**config.mk**
```make
export PLATFORM = sky130hd
export DESIGN_NAME = peak_period_meter
export DESIGN_NICKNAME = d
export VERILOG_FILES = /design/src/rtl/peak_period_meter.sv
export SDC_FILE = /design/constraint.sdc
export NUM_CORES = 1
export LEC_CHECK = 0
export CAP_MARGIN = 30
export CORE_UTILIZATION = 30
export CTS_CLUSTER_DIAMETER = 80
export DETAILED_ROUTE_END_ITERATION = 8
export GPL_TIMING_DRIVEN = 1
export SYNTH_ARGS = -nofsm -noshare
export SYNTH_HDL_FRONTEND = slang
export SYNTH_SLANG_ARGS = --single-unit
```
**constraint.sdc**
```tcl
create_clock -name clk -period 5.15 [get_ports clk]
set_clock_uncertainty 0.1 [all_clocks]
set_input_delay 0.7725 -clock clk [delete_from_list [all_inputs] [get_ports clk]]
set_output_delay 0.7725 -clock clk [all_outputs]
set_load 0.02 [all_outputs]
```
**src/rtl/peak_period_meter.sv**
```systemverilog
// peak_period_meter: measures peak-to-peak sample distance with a running average, amplitude, count, gap timeout and stream-stop freeze
//   clk, rst (async, active-high)
//   sample_en  : one upstream sample consumed this cycle
//   peak_valid : peak strobe, peak_data : signed peak value
//   src_stop   : end of stream, freezes all outputs
//   period/period_avg/avg_valid : last distance, windowed mean, window-full flag
//   peak_amp/peak_cnt           : latest peak value, saturating peak count
//   meas_valid : 1-cycle pulse on period update, timeout : sticky gap timeout, done : stream ended
module peak_period_meter #(
  parameter int N = 16,
  parameter int CW = 16,
  parameter int AVG_LOG2 = 2,
  parameter int MAX_GAP = 1000
)(
  input  logic          clk,
  input  logic          rst,
  input  logic          sample_en,
  input  logic          peak_valid,
  input  logic [N-1:0]  peak_data,
  input  logic          src_stop,
  output logic [CW-1:0] period,
  output logic [CW-1:0] period_avg,
  output logic          avg_valid,
  output logic [N-1:0]  peak_amp,
  output logic [7:0]    peak_cnt,
  output logic          meas_valid,
  output logic          timeout,
  output logic          done
);
  localparam int W = 1 << AVG_LOG2;
  localparam int SW = CW + AVG_LOG2;
  localparam int FW = AVG_LOG2 + 1;
  typedef enum logic [1:0] {IDLE, ARMED, MEAS, DONE} state_t;
  state_t st, nxt;
  logic [CW-1:0] gap, gap_inc;
  logic [CW-1:0] win [W];
  logic [AVG_LOG2-1:0] ptr;
  logic [SW-1:0] sum;
  logic [FW-1:0] fill;
  logic active, first, meas, tmo;
  assign period_avg = sum[SW-1:AVG_LOG2];
  always_ff @(posedge clk or posedge rst)
    if (rst) st <= IDLE;
    else st <= nxt;
  always_comb begin
    active = st == ARMED || st == MEAS;
    gap_inc = &gap ? gap : gap + CW'(sample_en);
    first = st == ARMED && peak_valid;
    meas = st == MEAS && peak_valid;
    // a peak in the same cycle as the gap limit wins over the timeout
    tmo = active && !peak_valid && gap_inc >= CW'(MAX_GAP);
    nxt = src_stop ? DONE :
          st == IDLE && sample_en ? ARMED :
          first || meas ? MEAS :
          tmo ? ARMED : st;
  end
  always_ff @(posedge clk or posedge rst)
    if (rst) begin
      gap <= '0;
      ptr <= '0;
      sum <= '0;
      fill <= '0;
      for (int i = 0; i < W; i++) win[i] <= '0;
      period <= '0;
      avg_valid <= 1'b0;
      peak_amp <= '0;
      peak_cnt <= '0;
      meas_valid <= 1'b0;
      timeout <= 1'b0;
      done <= 1'b0;
    end else begin
      meas_valid <= meas;
      if (nxt == DONE) done <= 1'b1;
      if (active) gap <= first || meas || tmo ? '0 : gap_inc;
      if (first || meas) begin
        peak_amp <= peak_data;
        peak_cnt <= peak_cnt + 8'(peak_cnt != 8'hff);
      end
      if (meas) begin
        period <= gap_inc;
        win[ptr] <= gap_inc;
        ptr <= ptr + 1'b1;
        // slots not yet written hold 0, so the subtraction is exact while filling
        sum <= sum + SW'(gap_inc) - SW'(win[ptr]);
        if (!avg_valid) fill <= fill + 1'b1;
        avg_valid <= avg_valid | (fill == FW'(W - 1));
      end
      if (tmo) begin
        timeout <= 1'b1;
        ptr <= '0;
        sum <= '0;
        fill <= '0;
        avg_valid <= 1'b0;
        for (int i = 0; i < W; i++) win[i] <= '0;
      end
    end
endmodule

```
# [Word level (Yosys, flattened, before mapping)]
# Index checks and enable logic that the tools add are counted.
# Widths: inputs -> output; s select.
[totals] ff_bits=149 input_bits=21 elab_cells=70
[classes] add_sub_neg=6 order_cmp=3 n_eq_ne=6 mux=23 bitwise_logic=2 reduce_logical=14
[ops] cell="$mux 64" n=2
[ops] cell="$mux 16" n=5
[ops] cell="$bwmux 64" n=1
[ops] cell="$mux 18" n=2
[ops] cell="$bmux 16 s2" n=1
[ops] cell="$demux 16 s2" n=1
[ops] cell="$add 18x16->18" n=1
[ops] cell="$sub 18x16->18" n=1
[ops] cell="$add 16x1->16" n=1
[ops] cell="$ge 16x10->1 const B" n=1
[ops] cell="$reduce_and 16->1" n=1
[ops] cell="$mux 2" n=6
[ops] cell="$mux 3" n=3
[ops] cell="$add 8x1->8" n=1
[ops] cell="$ne 8x8->1 const B" n=1
[ops] cell="$logic_and 1x1->1" n=6
[ops] cell="$eq 2x2->1 const B" n=2
[ops] cell="$add 3x1->3 const B" n=1
[ops] cell="$eq 3x2->1 const B" n=1
[ops] cell="$ge 3x3->1 const B" n=1
[ops] cell="$logic_or 1x1->1" n=3
[ops] cell="$lt 3x1->1 const B" n=1
[ops] cell="$not 2->3" n=1
[ops] cell="$add 2x1->2 const B" n=1
[ops] cell="8 further kinds" n=9

# [Logic depth before layout (Yosys ltp)]
[logic_depth] ltp_word=9 depth_mapped=17 mapped_depth_nobuf=16

# [Worst setup path after synthesis]
# OpenSTA, ideal clock, no wires.
[synth_path] path_kind="reg2reg" from="register ptr[0]" to="register sum[17]" setup_time_ns=0.124 t_arrival_ns=4.667 required_ns=4.926 setup_slack_ns=0.259 path_stages_with_launch=15 period_less_slack_ns=4.891 path_cell_list="dfrtp_1 -> clkbuf_1 -> clkbuf_1 -> mux4_2 -> fa_1 -> inv_1 -> ha_1 -> o21ai_0 -> o21ai_0 -> a31oi_1 -> o21ai_0 -> a2111oi_0 -> o21ai_0 -> and4_1 -> a211o_1"
[synth_via] elab_chain_len=7
[synth_rtl] item="start: declaration" line="37" text="logic [AVG_LOG2-1:0] ptr;"
[synth_rtl] item="start signal: assignment" line="82" text="ptr <= ptr + 1'b1;"
[synth_rtl] item="$not 2->3 (not written as such)" line="84" text="sum <= sum + SW'(gap_inc) - SW'(win[ptr]);"
[synth_rtl] item="$bmux 16 s2" line="84"
[synth_rtl] item="$mux 16 (not written as such) (2 in series)" line="84"
[synth_rtl] item="$sub 18x16->18" line="84"
[synth_rtl] item="$mux 18" line="79" text="if (meas) begin"
[synth_rtl] item="$mux 18" line="88" text="if (tmo) begin"
[synth_rtl] item="end signal: assignment" line="84"
[synth_rtl] item="end: declaration" line="38" text="logic [SW-1:0] sum;"
# No other way between the ends. The select of a mux whose other input is x is not followed.
# A chain may end at the register's enable or synchronous reset.

# [Worst setup path after layout]
[layout_path] from="input sample_en" to="register sum[17]"
[layout_via] elab_chain_len=6 elab_cells_between_ends=9
[layout_rtl] item="start: declaration" line="17" text="input logic sample_en,"
[layout_rtl] item="$add 16x1->16 (*)" line="47" text="gap_inc = &gap ? gap : gap + CW'(sample_en);"
[layout_rtl] item="$mux 16 (*)" line="47"
[layout_rtl] item="$add 18x16->18" line="84"
[layout_rtl] item="$sub 18x16->18" line="84"
[layout_rtl] item="$mux 18" line="79"
[layout_rtl] item="$mux 18" line="88"
# Mark *: on every way between the ends. The rest lies on a longest branch, timed or not. The select of a mux whose other input is x is not followed.

==> run summary <==
The number of nets in the layout is 997, and the vertical extent of the die is 168 um. For the via count of the first global-routing pass, the log shows 6473. The detailed-route wire length per cell is 17.0 um. The setup check on the worst reg-to-reg path leaves a slack of 0.50 ns. Once the floorplan was initialized, standard cells occupied 30.5% of the core.

sky130_fd_sc_hd__dfrtp_1 takes more of the synthesized area than any other cell. Startpoint type of the worst setup path: an input pin. The number of top-level pins was 81.

The number of flops mapped to enable cells by yosys works out to 0. STA classifies the critical path endpoint as a flop. The slew of the pin with the lowest slew margin was 0.866 ns. The share of the Yosys chip area taken by registers is 45.3%. The overall routing resource usage was 16.4%; the number of storage elements in the synthesis netlist was 149. The first global-routing pass estimated 36000 um of wire. The data required time of the worst path was 5.36 ns.

Registers are responsible for 27.9% of the overall power. For the count of buffers added by post-CTS timing repair for setup, the log shows 0. The cell area power density is 659 nW/um2, and the number of cell rows is 60. The growth of design area from synthesis to finish was 22.7%. The terminus of the critical flop-to-flop path was sum[17]. Setup repair after global routing left no endpoint under its margin. The tools report the sequential cell area in the final layout as 3730 um2. After layout, the worst path uses 90.8% of the clock period. Class of the most critical setup path: in2reg.

The startpoint identified for the worst register-to-register timing path is gap[13]. TritonCTS built the clock tree. Counting flops with an async set or reset pin after synthesis yields a share of 100%.

The path class of the tightest hold or removal check is reg2reg. The startpoint of the worst hold path was peak_amp[4]. In this run the biggest area consumer among cell types represents 45.3% of the synthesized area.

In this run the power spent charging and discharging nets is 0.00272 W. Data on the critical path arrives at its endpoint at 4.89 ns. Once placement finished, the instance area stood at 9550 um2.

The routed layout has 6426 vias. For the final weighted congestion of routability-driven global placement, the log shows 0.901. For the number of antenna violations at the first check in global routing, the log shows 0. The internal portion of the total power is 0.00393 W. Once layout is done, the placed cells without fillers occupy 10100 um2. The hold violation total from the final report was 0; the relative max-transition margin was 42.3%. The maximum root-to-sink buffer count was 2; the antenna diode count was 0. Leaving out fill and tap cells, the most frequent cell in the layout is sky130_fd_sc_hd__dfrtp_1. By area the synthesized netlist is led by sky130_fd_sc_hd__dfrtp_1 (45%), sky130_fd_sc_hd__a211oi_1 (5.7%), sky130_fd_sc_hd__nand2_1 (5.6%).

Measured in cells, the most critical reg-to-reg path has a length of 18. The layout has 2669 filler cells. Counting every net in the synthesized netlist gives 912. CTS saw 149 sinks. The tree is rooted in a sky130_fd_sc_hd__clkbuf_16. For the count of endpoints failing setup in the final report, the log shows 0.

For the part of the total power dissipated in combinational logic, the log shows 54.7%. Post-CTS repair changed the size of 0 cells. The detail route stage leaves a number of antenna-violating nets equal to 0. In the routed design, unresolved DRC markers number 0.

The run gives 15700 um as the detailed placer's ending HPWL. The floorplan step set the die width to 168 um. Dividing the synthesized area by the synthesized cell count gives 9.74 um2.

The first detailed-routing pass ran for 5 iterations. Of the total power, the share spent switching nets is 40.9%. Count of port buffers added during placement: 80. The logs give 844 for the synthesized instance count and 59 for the number of distinct library cells after synthesis.

Entering global routing, the biggest net connects 91 pins. The run finished with clean final reports. The largest fanout on the critical path is 6, and the number of design-rule violations left by the first detailed-router iteration is 440.

The number of cells on the worst hold path was 2; the register clock-pin slew on the reported worst setup and hold paths was 0.07 ns. The floorplan step defined a die boundary enclosing 28100 um2. In the layout the commonest cells are sky130_fd_sc_hd__dfrtp_1 (149), sky130_fd_sc_hd__nand2_1 (121), sky130_fd_sc_hd__nor2_1 (104), sky130_fd_sc_hd__clkdlybuf4s50_1 (80), sky130_fd_sc_hd__a211oi_1 (62). TritonCTS created 17 clock buffers. After synthesis the cells add up to 8220 um2. The number of pins exceeding their max-slew limit in the final report came out at 0. The endpoint of the worst hold-timing path is peak_amp[4]. The multi-input combinational cells in the finished layout cover a total of 3920 um2. For the summed negative setup slack over all endpoints, the log shows 0 ns.

For this run, the number of Yosys warnings is 0. The achievable clock frequency is 214 MHz, and the post-layout minimum cycle time is 4.68 ns. The clock network accounts for 17.5% of the total power. The H-tree generated during clock tree synthesis spans 4 levels. Max-cap violations in this run came to 0. VDD sags by at most 372 uV. The placeable core region is 27000 um2, and the fraction of layout cells with a size suffix above 1 is 12.0%. For this block, the routed nets add up to 21800 um of wire.

At the later pin of the worst-skew pair, clock insertion delay measures 0.42 ns. The analysis attributes to cell leakage a power of 4.42 nW. The global-route congestion overflow total came out at 0. Dividing the detail-routed via count by the number of cells gives 5.01. The tools report the total of hold buffers inserted after clock tree synthesis as 0. The most used flip-flop cell after synthesis is sky130_fd_sc_hd__dfrtp_1.
critical path, cell delays in order:
cell	delay (ns)
sky130_fd_sc_hd__clkdlybuf4s50_1	0.54
sky130_fd_sc_hd__ha_1	0.23
sky130_fd_sc_hd__ha_1	0.29
sky130_fd_sc_hd__xor2_1	0.18
sky130_fd_sc_hd__nor2_1	0.09
sky130_fd_sc_hd__fa_1	0.52
sky130_fd_sc_hd__inv_1	0.05
sky130_fd_sc_hd__ha_1	0.24
sky130_fd_sc_hd__a211oi_1	0.28
sky130_fd_sc_hd__o21ai_0	0.17
sky130_fd_sc_hd__a31oi_1	0.24
sky130_fd_sc_hd__o21ai_0	0.16
sky130_fd_sc_hd__a2111oi_0	0.40
sky130_fd_sc_hd__buf_4	0.19
sky130_fd_sc_hd__o21ai_0	0.10
sky130_fd_sc_hd__and4_1	0.19
sky130_fd_sc_hd__a211o_1	0.26
synthesized netlist by cell type (2+ instances only):
cell                        count
sky130_fd_sc_hd__dfrtp_1      149
sky130_fd_sc_hd__nand2_1      122
sky130_fd_sc_hd__nor2_1       105
sky130_fd_sc_hd__a211oi_1      62
sky130_fd_sc_hd__inv_1         59
sky130_fd_sc_hd__ha_1          32
sky130_fd_sc_hd__o21ai_0       32
sky130_fd_sc_hd__clkbuf_1      26
sky130_fd_sc_hd__a21oi_1       24
sky130_fd_sc_hd__xnor2_1       24
sky130_fd_sc_hd__buf_4         23
sky130_fd_sc_hd__mux4_2        16
sky130_fd_sc_hd__fa_1          15
sky130_fd_sc_hd__and3_1        10
sky130_fd_sc_hd__o22ai_1       10
sky130_fd_sc_hd__nand3_1        9
sky130_fd_sc_hd__nand4_1        9
sky130_fd_sc_hd__a22o_1         8
sky130_fd_sc_hd__a21o_1         7
sky130_fd_sc_hd__nor3_1         7
sky130_fd_sc_hd__o31ai_1        7
sky130_fd_sc_hd__xor2_1         7
sky130_fd_sc_hd__and4_1         6
sky130_fd_sc_hd__buf_2          6
sky130_fd_sc_hd__nor4_1         5
sky130_fd_sc_hd__o21bai_1       5
sky130_fd_sc_hd__a31oi_1        4
sky130_fd_sc_hd__and2_1         4
sky130_fd_sc_hd__buf_1          4
sky130_fd_sc_hd__buf_6          4
sky130_fd_sc_hd__o21ai_1        3
sky130_fd_sc_hd__o31ai_2        3
sky130_fd_sc_hd__o32ai_1        3
sky130_fd_sc_hd__or2_2          3
sky130_fd_sc_hd__or3_1          3
sky130_fd_sc_hd__a2111oi_0      2
sky130_fd_sc_hd__a2111oi_2      2
sky130_fd_sc_hd__nor4b_1        2
sky130_fd_sc_hd__o2bb2ai_1      2
power by group through the flow:
stage	sequential, W	clock (W)	combinational, W
floorplan	0.00187	0	0.00245
global placement	0.00186	0	0.00361
detailed placement	0.00187	0	0.00363
CTS	0.00185	0.00119	0.00365
global route	0.00191	0.00124	0.00405
finish	0.00185	0.00116	0.00363
routing by layer:
layer / part of all wire [%] / routed length (um) / global-route usage, % / up-vias
li1: - / - / - / 3088
met1: 45 / 9840 / 21.5 / 3103
met2: 47 / 10200 / 26.3 / 204
met3: 5.8 / 1270 / 4.11 / 31
met4: 2.4 / 513 / 5.94 / 0
met5: 0 / 0 / 0 / -
stage by stage:
stage	util [%]	total power, W	hold slack [ns]	instances	worst slack (ns)
3_3_place_gp	35.1	0.00546	0.358	1247	0.0560
6_report	37.4	0.00665	0.371	1283	0.474
5_1_grt	37.4	0.00720	0.394	1283	0.0918
2_1_floorplan	-	0.00431	0.375	844	0.259
4_1_cts	37.4	0.00670	0.378	1283	0.487
3_5_place_dp	35.4	0.00550	0.363	1251	0.0480
logic make-up after synthesis:
logic type / after synthesis / synth area share, %
AND/OR/NAND/NOR: 291 / 15.5
XOR/XNOR: 31 / 3.30
adder cells (fa/ha/maj): 47 / 8.52
AO/OA/AOI/OAI: 186 / 15.7
multiplexers: 17 / 4.52
buffers and inverters: 123 / 7.12
flip-flops: 149 / 45.3
worst max-delay path by stage:
| stage | start | end | slack, ns | cells past startpoint |
|---|---|---|---|---|
| after floorplan | ptr[0] | sum[17] | 0.26 | 14 |
| final | sample_en | sum[17] | 0.47 | 17 |
| after global placement | sample_en | sum[17] | 0.06 | 18 |
| after global routing | sample_en | sum[17] | 0.09 | 17 |
| after CTS | sample_en | sum[17] | 0.49 | 18 |
| after detailed placement | sample_en | sum[17] | 0.05 | 18 |
registers in the layout, summed over array words and instances (netlist names):
register,flops
peak_amp,16
ptr,2
meas_valid,1
fill,3
peak_cnt,8
win,64
timeout,1
gap,16
sum,18
avg_valid,1
done,1
period,16
st,2
layout make-up:
type	instances	share of cell area, %
Tap cell	341	4.23
Timing Repair Buffer	129	12.2
Multi-Input combinational cell	572	38.9
Clock buffer	18	4.25
Inverter	60	2.28
Clock inverter	14	1.17
Sequential cell	149	36.9
No activity file was read; power rests on OpenSTA's default activity.
